[config.mk]
export PLATFORM = sky130hd
export DESIGN_NAME = shift_operand_unit
export DESIGN_NICKNAME = d
export VERILOG_FILES = /design/src/rtl/shifter_pkg.sv /design/src/rtl/barrel_shift_core.sv /design/src/rtl/shift_operand_unit.sv
export SDC_FILE = /design/constraint.sdc
export NUM_CORES = 1
export LEC_CHECK = 0
export CAP_MARGIN = 10
export CORE_UTILIZATION = 45
export CTS_BUF_LIST = sky130_fd_sc_hd__clkbuf_2 sky130_fd_sc_hd__clkbuf_4 sky130_fd_sc_hd__clkbuf_8
export DETAILED_ROUTE_END_ITERATION = 16
export HOLD_SLACK_MARGIN = 0.15
export PLACE_DENSITY = 0.75
export SETUP_SLACK_MARGIN = 0.5
export SKIP_LAST_GASP = 1
export SLEW_MARGIN = 0
export SYNTH_ARGS = -nofsm -noshare
export SYNTH_HDL_FRONTEND = slang
export SYNTH_SLANG_ARGS = --single-unit
[constraint.sdc]
create_clock -name clk -period 3.3 [get_ports clk]
set_clock_uncertainty 0.1 [all_clocks]
set_input_delay 0.66 -clock clk [delete_from_list [all_inputs] [get_ports clk]]
set_output_delay 0.66 -clock clk [all_outputs]
set_load 0.1 [all_outputs]
[src/rtl/shifter_pkg.sv]
// Shared types and constants for the ARM operand-2 shifter.
// Latency: n/a (types and constant functions only).
// Backpressure: n/a.
package shifter_pkg;

  // Shift type as encoded in instruction bits [6:5]
  typedef enum logic [1:0] {
    SH_LSL = 2'd0,
    SH_LSR = 2'd1,
    SH_ASR = 2'd2,
    SH_ROR = 2'd3
  } shift_type_e;

  // Width of the immediate rotate field (bits [11:8]); rotation is twice this value
  localparam int IMM_ROT_W = 4;

  // Effective shift amount width: holds 0..255 from Rs, saturated to DATA_W+1
  localparam int AMT_W = 9;

  // Ceiling log2 for sizing amount/index fields
  function automatic int clog2(input int n);
    int r;
    r = 0;
    for (int i = 0; i < 31; i++) begin
      if ((1 << i) < n) r = i + 1;
    end
    return r;
  endfunction

endpackage

[src/rtl/barrel_shift_core.sv]
// Combinational ARM barrel shifter: LSL/LSR/ASR/ROR/RRX with carry-out.
// Latency: 0 cycles (pure combinational).
// Backpressure: none; the enclosing stage registers decide when results are captured.
module barrel_shift_core
  import shifter_pkg::*;
#(
  parameter int DATA_W = 32
) (
  input  shift_type_e             shift_type_i,
  input  logic [AMT_W-1:0]        amt_i,
  input  logic                    rrx_i,
  input  logic [DATA_W-1:0]       operand_i,
  input  logic                    carry_i,
  output logic [DATA_W-1:0]       result_o,
  output logic                    carry_o
);

  localparam int                SW       = clog2(DATA_W);
  localparam logic [AMT_W-1:0]  AMT_FULL = AMT_W'(DATA_W);
  localparam logic [SW-1:0]     SH_ONE   = SW'(1);

  logic [SW-1:0] sh;
  logic [SW-1:0] sh_m1;
  logic [SW-1:0] sh_neg;
  logic          in_range;
  logic          at_full;
  logic          is_zero;

  // For 0 < amt < W the low bits are the shift distance; W-amt wraps to -amt mod W
  assign sh       = amt_i[SW-1:0];
  assign sh_m1    = sh - SH_ONE;
  assign sh_neg   = SW'(0) - sh;
  assign in_range = (amt_i < AMT_FULL);
  assign at_full  = (amt_i == AMT_FULL);
  assign is_zero  = (amt_i == '0);

  // Shift datapath; a zero amount passes the operand and incoming carry untouched
  always_comb begin
    result_o = operand_i;
    carry_o  = carry_i;
    if (rrx_i) begin
      result_o = {carry_i, operand_i[DATA_W-1:1]};
      carry_o  = operand_i[0];
    end else if (!is_zero) begin
      case (shift_type_i)
        SH_LSL: begin
          if (in_range) begin
            result_o = operand_i << sh;
            carry_o  = operand_i[sh_neg];
          end else if (at_full) begin
            result_o = '0;
            carry_o  = operand_i[0];
          end else begin
            result_o = '0;
            carry_o  = 1'b0;
          end
        end
        SH_LSR: begin
          if (in_range) begin
            result_o = operand_i >> sh;
            carry_o  = operand_i[sh_m1];
          end else if (at_full) begin
            result_o = '0;
            carry_o  = operand_i[DATA_W-1];
          end else begin
            result_o = '0;
            carry_o  = 1'b0;
          end
        end
        SH_ASR: begin
          if (in_range) begin
            result_o = $unsigned($signed(operand_i) >>> sh);
            carry_o  = operand_i[sh_m1];
          end else begin
            result_o = {DATA_W{operand_i[DATA_W-1]}};
            carry_o  = operand_i[DATA_W-1];
          end
        end
        SH_ROR: begin
          // Decode folds amt mod W == 0 (amt != 0) onto amt == W
          if (in_range) begin
            result_o = (operand_i >> sh) | (operand_i << sh_neg);
            carry_o  = operand_i[sh_m1];
          end else begin
            result_o = operand_i;
            carry_o  = operand_i[DATA_W-1];
          end
        end
      endcase
    end
  end

endmodule

[src/rtl/shift_operand_unit.sv]
// ARM execute-stage operand-2 generator (immediate rotate, imm/reg shifts, memory offset).
// Latency: PIPE_STAGES cycles (1 = decode+shift in one register, 2 = decode reg then shift reg).
// Backpressure: valid/ready; stages advance when their successor is empty or draining; flush drops all.
module shift_operand_unit
  import shifter_pkg::*;
#(
  parameter int DATA_W      = 32,
  parameter int PIPE_STAGES = 1
) (
  input  logic              clk,
  input  logic              rst,
  input  logic              flush,
  input  logic              in_valid,
  output logic              in_ready,
  input  logic              mem_mode,
  input  logic              imm,
  input  logic              reg_shift,
  input  logic [11:0]       shift_operand,
  input  logic [DATA_W-1:0] val_rm,
  input  logic [7:0]        val_rs,
  input  logic              carry_in,
  output logic              out_valid,
  input  logic              out_ready,
  output logic [DATA_W-1:0] val2,
  output logic              carry_out
);

  localparam int               SW       = clog2(DATA_W);
  localparam logic [AMT_W-1:0] AMT_FULL = AMT_W'(DATA_W);
  localparam logic [AMT_W-1:0] AMT_SAT  = AMT_W'(DATA_W + 1);

  // Decoded request (next state of the decode register when PIPE_STAGES == 2)
  shift_type_e        dec_type_d;
  logic [AMT_W-1:0]   dec_amt_d;
  logic               dec_rrx_d;
  logic               dec_mem_d;
  logic [DATA_W-1:0]  dec_opnd_d;

  logic [4:0]         imm_amt;
  logic [SW-1:0]      rs_mod;

  assign imm_amt = shift_operand[11:7];
  assign rs_mod  = val_rs[SW-1:0];

  // Resolve mode priority and ARM special encodings into type/amount/rrx
  always_comb begin
    dec_type_d = shift_type_e'(shift_operand[6:5]);
    dec_amt_d  = '0;
    dec_rrx_d  = 1'b0;
    dec_mem_d  = 1'b0;
    dec_opnd_d = val_rm;
    if (mem_mode) begin
      // Zero amount makes the core pass the offset and C flag through
      dec_mem_d  = 1'b1;
      dec_type_d = SH_LSL;
      dec_opnd_d = DATA_W'(shift_operand);
    end else if (imm) begin
      // Rotate by 2*rot; the ROR rule gives C = result MSB, or carry_in when rot == 0
      dec_type_d = SH_ROR;
      dec_opnd_d = DATA_W'(shift_operand[7:0]);
      dec_amt_d  = AMT_W'({shift_operand[8+IMM_ROT_W-1:8], 1'b0});
    end else if (!reg_shift) begin
      if (imm_amt == 5'd0) begin
        case (dec_type_d)
          SH_LSR, SH_ASR: dec_amt_d = AMT_FULL;
          SH_ROR:         dec_rrx_d = 1'b1;
          default:        dec_amt_d = '0;
        endcase
      end else begin
        dec_amt_d = AMT_W'(imm_amt);
      end
    end else if (dec_type_d == SH_ROR) begin
      // Register rotate reduces mod W; a non-zero multiple of W maps to W
      if (val_rs == 8'd0) begin
        dec_amt_d = '0;
      end else if (rs_mod == '0) begin
        dec_amt_d = AMT_FULL;
      end else begin
        dec_amt_d = AMT_W'(rs_mod);
      end
    end else if (AMT_W'(val_rs) > AMT_FULL) begin
      // Every amount beyond W behaves identically, so clamp to W+1
      dec_amt_d = AMT_SAT;
    end else begin
      dec_amt_d = AMT_W'(val_rs);
    end
  end

  // Inputs to the shift stage, sourced from decode directly or from the decode register
  shift_type_e        core_type;
  logic [AMT_W-1:0]   core_amt;
  logic               core_rrx;
  logic               core_mem;
  logic [DATA_W-1:0]  core_opnd;
  logic               core_cin;
  logic               feed_vld;

  logic               out_vld_q;
  logic [DATA_W-1:0]  val2_q;
  logic               carry_q;
  logic               out_adv;

  assign out_adv = !out_vld_q || out_ready;

  generate
    if (PIPE_STAGES == 2) begin : g_two
      logic               s0_vld_q;
      shift_type_e        s0_type_q;
      logic [AMT_W-1:0]   s0_amt_q;
      logic               s0_rrx_q;
      logic               s0_mem_q;
      logic [DATA_W-1:0]  s0_opnd_q;
      logic               s0_cin_q;

      assign in_ready = !s0_vld_q || out_adv;

      // Decode register: loads on accept, holds while the shift stage is blocked
      always_ff @(posedge clk or negedge rst) begin
        if (!rst) begin
          s0_vld_q  <= 1'b0;
          s0_type_q <= SH_LSL;
          s0_amt_q  <= '0;
          s0_rrx_q  <= 1'b0;
          s0_mem_q  <= 1'b0;
          s0_opnd_q <= '0;
          s0_cin_q  <= 1'b0;
        end else if (flush) begin
          s0_vld_q <= 1'b0;
        end else if (in_ready) begin
          s0_vld_q <= in_valid;
          if (in_valid) begin
            s0_type_q <= dec_type_d;
            s0_amt_q  <= dec_amt_d;
            s0_rrx_q  <= dec_rrx_d;
            s0_mem_q  <= dec_mem_d;
            s0_opnd_q <= dec_opnd_d;
            s0_cin_q  <= carry_in;
          end
        end
      end

      assign core_type = s0_type_q;
      assign core_amt  = s0_amt_q;
      assign core_rrx  = s0_rrx_q;
      assign core_mem  = s0_mem_q;
      assign core_opnd = s0_opnd_q;
      assign core_cin  = s0_cin_q;
      assign feed_vld  = s0_vld_q;
    end else begin : g_one
      assign in_ready  = out_adv;
      assign core_type = dec_type_d;
      assign core_amt  = dec_amt_d;
      assign core_rrx  = dec_rrx_d;
      assign core_mem  = dec_mem_d;
      assign core_opnd = dec_opnd_d;
      assign core_cin  = carry_in;
      assign feed_vld  = in_valid;
    end
  endgenerate

  logic [DATA_W-1:0] core_res;
  logic              core_c;
  logic [DATA_W-1:0] shift_res;
  logic              shift_c;

  barrel_shift_core #(
    .DATA_W (DATA_W)
  ) u_core (
    .shift_type_i (core_type),
    .amt_i        (core_amt),
    .rrx_i        (core_rrx),
    .operand_i    (core_opnd),
    .carry_i      (core_cin),
    .result_o     (core_res),
    .carry_o      (core_c)
  );

  // Memory offsets bypass the shifter entirely
  assign shift_res = core_mem ? core_opnd : core_res;
  assign shift_c   = core_mem ? core_cin  : core_c;

  // Output register: captures only on a real transfer so data holds during a stall
  always_ff @(posedge clk or negedge rst) begin
    if (!rst) begin
      out_vld_q <= 1'b0;
      val2_q    <= '0;
      carry_q   <= 1'b0;
    end else if (flush) begin
      out_vld_q <= 1'b0;
    end else if (out_adv) begin
      out_vld_q <= feed_vld;
      if (feed_vld) begin
        val2_q  <= shift_res;
        carry_q <= shift_c;
      end
    end
  end

  assign out_valid = out_vld_q;
  assign val2      = val2_q;
  assign carry_out = carry_q;

endmodule

==> results.json, run 1 <==
{
  "htreeDepth": 2,
  "grt_pass1_vias": 21700,
  "gp_routability_congestion": 1.50,
  "cts_sinks": 34,
  "syn_avg_cell_area_um2": 6.35,
  "start_util": 0.458,
  "synth_edf_count": 0,
  "ys_seq_area_frac": 0.0824,
  "ys_types": 86,
  "synth_nets": 1691,
  "synth_ff_type": "dfrtp_1",
  "die-height_um": 154,
  "fp.dieW_um": 154,
  "synthCells": 1628,
  "root_buffer": "clkbuf_8",
  "rows": 55,
  "lastStage": "global routing",
  "numPortBuffers": 95,
  "track_usage": 0.810,
  "grt_max_degree": 70,
  "status": "stopped before the end",
  "synth_warnings": 0,
  "grt-ovfl-total": 479,
  "io_pins": 96,
  "cts_made_buffers": 5,
  "grt_pass1_wl_um": 142000,
  "synth_seq_cells": 34,
  "error": "[ERROR GRT-0116] Global routing finished with congestion. Check the congestion regions in the DRC Viewer.",
  "ctsHoldBuffers": 0,
  "clk_path_buf_depth": 2,
  "syn_area_um2": 10300,
  "async_flop_share": 1.00,
  "hpwl_um": 56300
}
==> per-stage QoR <==
step	TNS [ns]	cells	utilization	worst slack [ns]	area, um^2
global placement	-43.60	2428	0.687	-1.47	15500
floorplan	-34.88	1628	-	-1.27	10500
detailed placement	-47.26	2428	0.687	-1.62	15500
CTS	-23.43	2478	0.741	-0.876	16700
==> cells by family after synthesis <==
family | synth area share
AO/OA/AOI/OAI | 0.470
XOR/XNOR | 0.00170
adder cells (fa/ha/maj) | 0.00339
buffers and inverters | 0.0727
flip-flops | 0.0824
multiplexers | 0.123
AND/OR/NAND/NOR | 0.246
==> layer usage <==
metal	track usage	overflow
met2	0.956	292
met4	0.816	137
met1	0.794	24
met5	0.505	4
met3	0.685	22
==> cells in the mapped netlist, drive strengths merged (6+ instances only) <==
library cell / instances / area share
a2111oi: 14 / 0.012
a211o: 13 / 0.011
a211oi: 45 / 0.035
a21boi: 6 / 0.0044
a21o: 10 / 0.0073
a21oi: 186 / 0.090
a221o: 9 / 0.0087
a221oi: 24 / 0.021
a22oi: 20 / 0.015
a31o: 7 / 0.0059
a31oi: 40 / 0.024
a32oi: 12 / 0.010
and2: 16 / 0.0097
and3: 17 / 0.010
buf: 59 / 0.029
clkbuf: 104 / 0.038
dfrtp: 34 / 0.082
inv: 14 / 0.0051
mux2: 18 / 0.020
mux2i: 73 / 0.071
mux4: 15 / 0.033
nand2: 212 / 0.077
nand2b: 8 / 0.0048
nand3: 74 / 0.036
nand4: 9 / 0.0054
nor2: 148 / 0.054
nor2b: 9 / 0.0054
nor3: 47 / 0.023
nor4: 7 / 0.0048
o2111ai: 11 / 0.0093
o211ai: 48 / 0.035
o21a: 6 / 0.0044
o21ai: 160 / 0.078
o221ai: 22 / 0.019
o22ai: 19 / 0.012
o311ai: 7 / 0.0059
o31ai: 21 / 0.015
o32ai: 10 / 0.0085
==> timing repair <==
item | CTS
setup buffers | 38
gates cloned | 4
endpoints found under the hold margin | 0
pin swaps | 93
gates resized for setup | 176
endpoints found under the setup margin | 33
==> run 2, diff against run 1 <==
--- a/config.mk
+++ b/config.mk
@@ -6,12 +6,9 @@
 export NUM_CORES = 1
 export LEC_CHECK = 0
 export CAP_MARGIN = 10
-export CORE_UTILIZATION = 45
-export CTS_BUF_LIST = sky130_fd_sc_hd__clkbuf_2 sky130_fd_sc_hd__clkbuf_4 sky130_fd_sc_hd__clkbuf_8
+export CORE_UTILIZATION = 30
 export DETAILED_ROUTE_END_ITERATION = 16
-export HOLD_SLACK_MARGIN = 0.15
-export PLACE_DENSITY = 0.75
-export SETUP_SLACK_MARGIN = 0.5
+export PLACE_DENSITY_LB_ADDON = 0.15
 export SKIP_LAST_GASP = 1
 export SLEW_MARGIN = 0
 export SYNTH_ARGS = -nofsm -noshare
==> results.json, run 2 <==
{
  "synthCells": 1628,
  "wl_per_cell_um": 34.2,
  "htreeDepth": 2,
  "clk_latency_ns": 0.30,
  "async_flop_share": 1.00,
  "grt_pass1_vias": 17600,
  "p_per_area_nw_per_um2": 336,
  "antenna_found_initial": 2,
  "start_util": 0.307,
  "p_leak_nw": 7.62,
  "dp.cells": 2689,
  "nNetsFinal": 2344,
  "cp.required_ns": 3.42,
  "ys_types": 86,
  "tightest_slew_ns": 1.02,
  "first_iter_violations": 3078,
  "track_usage": 0.511,
  "syn_area_um2": 10300,
  "yosys.area.top_type": "a21oi_1",
  "fp.dieW_um": 188,
  "rows": 67,
  "setup_ws_ns": -1.16,
  "root_buffer": "clkbuf_16",
  "clk_pin_slew_worst_paths_ns": 0.07,
  "rsz0062_at_grt": "yes",
  "synth_edf_count": 0,
  "synth_seq_cells": 34,
  "hpwl_um": 73000,
  "gp_routability_congestion": 1.14,
  "slew_violations": 0,
  "arrival_ns": 4.58,
  "syn_avg_cell_area_um2": 6.35,
  "largest_reg_flops": 32,
  "numPortBuffers": 95,
  "grt_pass1_wl_um": 129000,
  "area_delta_synth_final_pct": 72.0,
  "synth_ff_type": "dfrtp_1",
  "slew_headroom": 0.315,
  "ant_nets": 0,
  "grt-ovfl-total": 0,
  "synthMostInstantiatedCell": "nand2_1",
  "drt_wl_total_um": 93300,
  "final_common_cell": "buf_4",
  "core_region_area_um2": 33700,
  "violations": "setup timing",
  "drt_first_pass_iters": 8,
  "p_total_mw": 5.98,
  "finalHoldViolCount": 0,
  "via_per_inst": 6.84,
  "num_vias": 18700,
  "cts_tree": "done",
  "grt_max_degree": 70,
  "netlist_top_cells_area": "a21oi_1 (9.0%), dfrtp_1 (8.2%), nand2_1 (7.7%)",
  "status": "finished, violations left",
  "drive_gt1_frac": 0.415,
  "post-route-period-util": 1.35,
  "criticalPathCategory": "in2reg",
  "crit_fanout": 6,
  "die-height_um": 188,
  "fmax_mhz": 224,
  "layout_min_cycle_time_ns": 4.46,
  "final_cell_mix": "buf_4 (707), nand2_1 (209), a21oi_1 (171)",
  "synth_warnings": 0,
  "layoutNonFillerInstCount": 2731,
  "clk_path_buf_depth": 2,
  "cts_sinks": 34,
  "cts_made_buffers": 5,
  "synth_common_cells": "nand2_1 (212), a21oi_1 (185), o21ai_0 (149), nor2_1 (147), clkbuf_1 (104)",
  "endpoint_kind": "flip-flop",
  "synth_nets": 1691,
  "max-vdd-ir-drop_mv": 0.258,
  "start_kind": "input port",
  "maxCapViolations": 0,
  "setup_viol": 33,
  "reg2reg_depth": 7,
  "io_pins": 96,
  "synth_top_area_frac": 0.0896,
  "die_area_um2": 35200,
  "ys_seq_area_frac": 0.0824,
  "fin_setup_tns_ns": -29.50,
  "drc": 0,
  "hold_path.class": "in2async"
}
run 2: cell counts after synthesis:
Identical to the previous run, type by type.
run 2: timing repair:
item                                    CTS  global route
pin swaps                                58            40
gates resized for setup                 135            60
setup buffers                            26            16
endpoints found under the setup margin   33            33
cloned                                    2             0
hold buffers                              0             0
run 2: metrics by stage:
step / hold WS (ns) / area, um^2 / setup WS [ns] / util
after floorplan: 0.264 / 10500 / -1.27 / -
after global placement: 0.392 / 16600 / -1.81 / 0.492
after detailed placement: 0.415 / 16600 / -1.94 / 0.492
after CTS: 0.423 / 17400 / -1.10 / 0.518
after global routing: 0.440 / 17800 / -1.24 / 0.527
final: 0.416 / 17800 / -1.16 / 0.527
run 2: cell type report:
type                       count  area, um^2
multi-input combinational   1414        9580
inverter                      17        66.3
fill                        3414       15900
sequential                    34         851
antenna                        2        5.00
clock inverter                 2        10.0
timing repair buffer         809        6570
tap                          448         561
clock buffer                   5         125
run 2: power breakdown:
part / internal, mW / leakage, nW / switching (mW)
Sequential: 0.495 / 0.437 / 0.0652
Clock: 0.274 / 0.0694 / 0.230
Combinational: 1.85 / 7.11 / 3.06
run 2: layer usage:
metal | GRT usage | routed length (um) | vias to the layer above
met2 | 0.714 | 35900 | 1716
li1 | - | - | 7630
met5 | 0 | 13 | -
met4 | 0.361 | 8610 | 2
met3 | 0.219 | 14500 | 451
met1 | 0.623 | 34200 | 8886
run 2: worst paths after layout:
check,to,start,slack (ns)
setup / recovery,val2[31],val_rs[2],-1.16
max in group asynchronous,val2[23],rst,2.05
setup reg to reg,carry_out,out_valid,0.51
hold reg to reg,val2[2],val2[2],0.42
hold / removal,val2[9],rst,0.42
min in group clk,val2[2],val2[2],0.42
run 2: logic make-up (layout without fill, tap and decap cells):
group | Yosys count | after routing | share of synthesized area
compound gates | 734 | 734 | 0.470
simple gates | 569 | 569 | 0.246
buf+inv | 180 | 833 | 0.0727
mux | 106 | 106 | 0.123
flops | 34 | 34 | 0.0824
fa+ha+maj | 3 | 3 | 0.00339
xor+xnor | 2 | 2 | 0.00170
other cells | 0 | 2 | 0
run 2: critical path, stage by stage:
cell and delay [ns]:
buf_6 0.09, or4_4 0.56, nor4_4 0.30, o21a_1 0.23, nor2_4 0.05, inv_2 0.07, ha_4 0.16, nand4bb_4 0.13
a211oi_4 0.22, buf_6 0.15, a211o_4 0.12, buf_12 0.13, buf_4 0.11, nand3_1 0.11, a32o_2 0.32, mux2i_2 0.24
o211ai_1 0.32, buf_4 0.26, o32a_1 0.16, a31oi_1 0.17
No activity file was read; power rests on OpenSTA's default activity.
